File: src/rtl/addsub_seq.sv
// addsub_seq: command sequencer for the 16-bit add/sub datapath.
// Accepts one command at a time on a valid/ready port, drives the datapath
// operand/select inputs and holds them steady, waits a fixed pipeline
// latency, captures the datapath result and offers it on a valid/ready
// response port. Every output is a flop; nothing passes combinationally
// from an input to an output.
module addsub_seq #(
  parameter int WIDTH   = 16,
  parameter int LATENCY = 2
) (
  input  logic             clk_i,
  input  logic             reset_i,
  // command port
  input  logic             cmd_valid_i,
  output logic             cmd_ready_o,
  input  logic [1:0]       cmd_op_i,
  input  logic [WIDTH-1:0] cmd_data_i,
  // datapath side
  output logic [WIDTH-1:0] dp_in_o,
  output logic             dp_sel_12_o,
  output logic             dp_sel_3_o,
  input  logic [WIDTH-1:0] dp_out_i,
  // response port
  output logic             rsp_valid_o,
  input  logic             rsp_ready_i,
  output logic [WIDTH-1:0] rsp_data_o,
  // status
  output logic             busy_o,
  output logic [7:0]       done_count_o
);

  typedef enum logic [1:0] {
    ST_IDLE = 2'd0,
    ST_WAIT = 2'd1,
    ST_RESP = 2'd2
  } state_e;

  // Counter value loaded on acceptance; the result is sampled on the edge
  // where the counter has reached zero, i.e. LATENCY+1 edges after accept.
  localparam logic [3:0] WAIT_INIT = 4'(LATENCY);

  state_e           state_q;
  logic [3:0]       wait_cnt_q;
  logic             cmd_ready_q;
  logic             rsp_valid_q;
  logic             busy_q;
  logic [WIDTH-1:0] dp_in_q;
  logic             dp_sel_12_q;
  logic             dp_sel_3_q;
  logic [WIDTH-1:0] rsp_data_q;
  logic [7:0]       done_count_q;

  // Sequencer FSM with all outputs held in flops alongside the state.
  always_ff @(posedge clk_i) begin
    if (reset_i) begin
      state_q      <= ST_IDLE;
      wait_cnt_q   <= 4'd0;
      cmd_ready_q  <= 1'b1;
      rsp_valid_q  <= 1'b0;
      busy_q       <= 1'b0;
      dp_in_q      <= '0;
      dp_sel_12_q  <= 1'b0;
      dp_sel_3_q   <= 1'b0;
      rsp_data_q   <= '0;
      done_count_q <= 8'd0;
    end else begin
      case (state_q)
        ST_IDLE: begin
          // Datapath inputs only ever move here, so they never glitch
          // while an operation is in flight.
          if (cmd_valid_i && cmd_ready_q) begin
            dp_in_q     <= cmd_data_i;
            dp_sel_12_q <= cmd_op_i[1];
            dp_sel_3_q  <= cmd_op_i[0];
            wait_cnt_q  <= WAIT_INIT;
            cmd_ready_q <= 1'b0;
            busy_q      <= 1'b1;
            state_q     <= ST_WAIT;
          end else begin
            cmd_ready_q <= 1'b1;
            busy_q      <= 1'b0;
          end
        end
        ST_WAIT: begin
          if (wait_cnt_q != 4'd0) begin
            wait_cnt_q <= wait_cnt_q - 4'd1;
          end else begin
            // Result passes through untouched; wrap happens in the datapath.
            rsp_data_q  <= dp_out_i;
            rsp_valid_q <= 1'b1;
            state_q     <= ST_RESP;
          end
        end
        ST_RESP: begin
          // rsp_data_q is not written here, so it stays stable under
          // arbitrarily long backpressure.
          if (rsp_ready_i) begin
            rsp_valid_q  <= 1'b0;
            busy_q       <= 1'b0;
            cmd_ready_q  <= 1'b1;
            done_count_q <= done_count_q + 8'd1;
            state_q      <= ST_IDLE;
          end else begin
            rsp_valid_q <= 1'b1;
          end
        end
        default: begin
          // Recover from an illegal encoding into a clean idle state.
          state_q     <= ST_IDLE;
          wait_cnt_q  <= 4'd0;
          cmd_ready_q <= 1'b1;
          rsp_valid_q <= 1'b0;
          busy_q      <= 1'b0;
        end
      endcase
    end
  end

  assign cmd_ready_o  = cmd_ready_q;
  assign rsp_valid_o  = rsp_valid_q;
  assign busy_o       = busy_q;
  assign dp_in_o      = dp_in_q;
  assign dp_sel_12_o  = dp_sel_12_q;
  assign dp_sel_3_o   = dp_sel_3_q;
  assign rsp_data_o   = rsp_data_q;
  assign done_count_o = done_count_q;

endmodule
File: config.mk
export PLATFORM = sky130hd
export DESIGN_NAME = addsub_seq
export DESIGN_NICKNAME = d
export VERILOG_FILES = /design/src/rtl/addsub_seq.sv
export SDC_FILE = /design/constraint.sdc
export NUM_CORES = 1
export LEC_CHECK = 0
export ABC_AREA = 1
export CORE_ASPECT_RATIO = 0.6
export CORE_UTILIZATION = 36
export DETAILED_ROUTE_END_ITERATION = 8
export DONT_BUFFER_PORTS = 1
export SYNTH_ARGS = -nofsm -noshare
export SYNTH_HDL_FRONTEND = slang
export SYNTH_SLANG_ARGS = --single-unit
File: constraint.sdc
create_clock -name clk_i -period 1.6 [get_ports clk_i]
set_clock_uncertainty 0.15 [all_clocks]
set_input_delay 0.32 -clock clk_i [delete_from_list [all_inputs] [get_ports clk_i]]
set_output_delay 0.32 -clock clk_i [all_outputs]
set_load 0.03 [all_outputs]
==> results.cfg <==
[cells_and_area]
post-route-util_pct = 46.7
drive_above_1_share_pct = 22.0
antenna_cells = 0
multiInputGateArea_um2 = 1120
syn_to_final_growth_pct = 25.1
nets = 374
fill_cells = 597
final_area_um2 = 2850
regArea_um2 = 1020

[place]
dpl_cell_area_um2 = 2450
place.gp.congestion = 0.775
dp_hpwl_um = 3330
dp_worst_setup_slack_ps = 0.880
io_buffers = 0

[grt]
grt_usage_pct = 15.7
grt_overflow = 0
grt_start_max_net_pins = 36
grt_first_pass_wirelength_um = 8410
antenna_found_initial = 0
grt_pass1_vias = 1826

[sta]
whs_ps = 5.23
fmax_mhz = 669
hold_violations = 0
tns_ps = 0
setup_viol = 0
setup_slack_ps = 105
rsz0062_at_grt = false
fin_crit_ps = 1500
slew_headroom_pct = 44.7
period_share_pct = 93.4
report.final.slew_viol_count = 0
tightest_slew_ps = 827

[route]
route.final.wire_length_um = 5100
drtIter0Drc = 102
wl_per_cell_um = 12.4
postRouteAntennaNets = 0
drtPass1Iterations = 4
vias = 1883
via_per_inst = 4.57
drc = 0

[clock_network]
insertion_delay_ps = 300
clkSlewWorstSetupHoldPaths_ps = 90
root_buffer = clkbuf_8
clockBufferDepth = 2
htree_levels = 2
cts_tree = yes
cts_setup_buffers = 0
clock-sinks = 51
cts_inserted_buffers = 5

[run_status]
outcome = finished, final reports clean

[yosys]
ys_ff_latch = 51
synth_top_area_share_pct = 44.8
syn_area_um2 = 2280
synth_area_leaders = dfxtp_1, nand2_1, nor2_1
synthTopCellsByCount = nand2_1, dfxtp_1, nor2_1
avgSynthCellArea_um2 = 7.78
synth-seq-area-share_pct = 44.8
syn-num-nets = 339
async_reset_ff_share_pct = 0
ys.flop_type = dfxtp_1
yosysMostFrequentCell = nand2_1
synth_top_cell_by_area = dfxtp_1
ys_warn_count = 0
synth-edff-count = 0
netlist_instances = 293
synth.distinct_cells = 26

[critical_path]
cp_top_family = buffers and inverters
cp_num_buf_inv = 1
cp-start-kind = input port
critical_path.max_fanout = 16
r2r_end = dp_in_o[0]
worstReg2RegStart = state_q[1]
crit_path_max_incr_delay_ps = 1080
worstPathCellList = dlygate4sd3_1 -> a21oi_1
critPathRequiredTime_ps = 1590
rrSetupSlack_ps = 120
reg2reg_depth = 8
critPathKind = input port to flop
arrival_ps = 1490
critPathSlowestCell = dlygate4sd3_1
crit_path_end_kind = flop

[pwr]
combPwrFrac_pct = 35.4
p_clk_share_pct = 17.3
power_density_nw_per_um2 = 1770
power.switching_mw = 2.24
power_frac_seq_pct = 47.4
p_int_mw = 2.80
swShare_pct = 44.4
peakVddDrop_uv = 1000
p_leak_nw = 1.19

[flow_run]
maxCapViolations = 0

[worst_hold_path]
hold_class = input port to flop
hp-start = cmd_data_i[5]
whs_path_depth = 2
hold_end = dp_in_o[5]

[floorplanning]
die_x_um = 105
dieArea_um2 = 6670
num_rows = 22
die_y_um = 63.6
start_util_pct = 37.3
coreArea_um2 = 6110
ios = 83
[worst max path at each step]
stage | depth (start not counted) | from | end
after CTS | 8 | state_q[0] | dp_in_o[0]
after global routing | 8 | state_q[1] | dp_in_o[0]
after detailed placement | 9 | state_q[0] | done_count_o[6]
after floorplan | 8 | state_q[0] | dp_in_o[10]
final | 2 | reset_i | rsp_data_o[5]
after global placement | 8 | state_q[0] | dp_in_o[0]
[flip-flops by register name, indices dropped and copies added (netlist names)]
signal and flops:
dp_in_o 16, rsp_data_o 16, done_count_o 8, wait_cnt_q 4, state_q 2, busy_o 1, cmd_ready_o 1, dp_sel_12_o 1
dp_sel_3_o 1, rsp_valid_o 1
[power groups by stage]
stage	Sequential, mW	Clock [mW]	Combinational (mW)
final	2.39	0.871	1.78
after CTS	2.37	0.910	1.68
after global placement	2.39	0	1.59
after detailed placement	2.40	0	1.61
after floorplan	2.39	0	1.25
after global routing	2.43	0.948	1.99
[logic make-up after synthesis]
family	count (synthesis)	synth area share, %
simple gates	155	31.1
flops	51	44.8
compound gates	44	11.7
buf+inv	35	8.07
fa+ha+maj	8	4.39
[area by class of cell]
cell class                      instances  share of cell area (%)
Clock inverter                          1                    1.05
Inverter                               25                    3.55
Sequential cell                        51                    35.9
Multi-Input combinational cell        207                    39.2
Tap cell                               84                    3.69
Clock buffer                            6                    2.54
Timing Repair Buffer                   38                    14.1
[repair_timing]
action	4_1_cts	5_1_grt
setup endpoints to repair	1	44
hold endpoints to repair	30	0
gates resized for setup	1	13
hold buffers	25	0
[layout by cell type (no fill, tap or decap), types with 2 or more instances in the layout]
master and instances:
nor2_2 12, a21oi_1 10, ha_4 3, nand3_2 2, o21ai_1 13, dfxtp_1 49, o21ai_0 9, nor2_4 2
inv_1 18, dfxtp_2 2, buf_4 8, dlygate4sd3_1 25, ha_1 4, clkbuf_8 5, buf_12 4, nand2_1 68
inv_2 4, a21oi_2 11, nand2_2 11, nand3_1 9, inv_4 3, nor2_1 48
[per-stage QoR]
stage	cells	power (mW)
6_report	412	5.04
5_1_grt	412	5.37
4_1_cts	412	4.96
3_5_place_dp	380	4.01
3_3_place_gp	380	3.98
2_1_floorplan	293	3.63
[worst register-to-register path: cells and delay by family, from the launching register on]
kind	cells	cell delay (ps)
adders and majority gates	1	170
and+or+nand+nor	3	290
buffers and inverters	4	430
DFF	1	350
[per-layer routing]
| layer | up-vias | share of wire (%) | routed length, um | GRT usage [%] |
|---|---|---|---|---|
| li1 | 988 | - | - | - |
| met1 | 862 | 51 | 2580 | 20.5 |
| met2 | 28 | 43 | 2210 | 24.4 |
| met3 | 5 | 5.3 | 268 | 5.28 |
| met4 | 0 | 0.86 | 44 | 5.11 |
| met5 | - | 0 | 0 | 0 |
No activity file was read; power rests on OpenSTA's default activity.
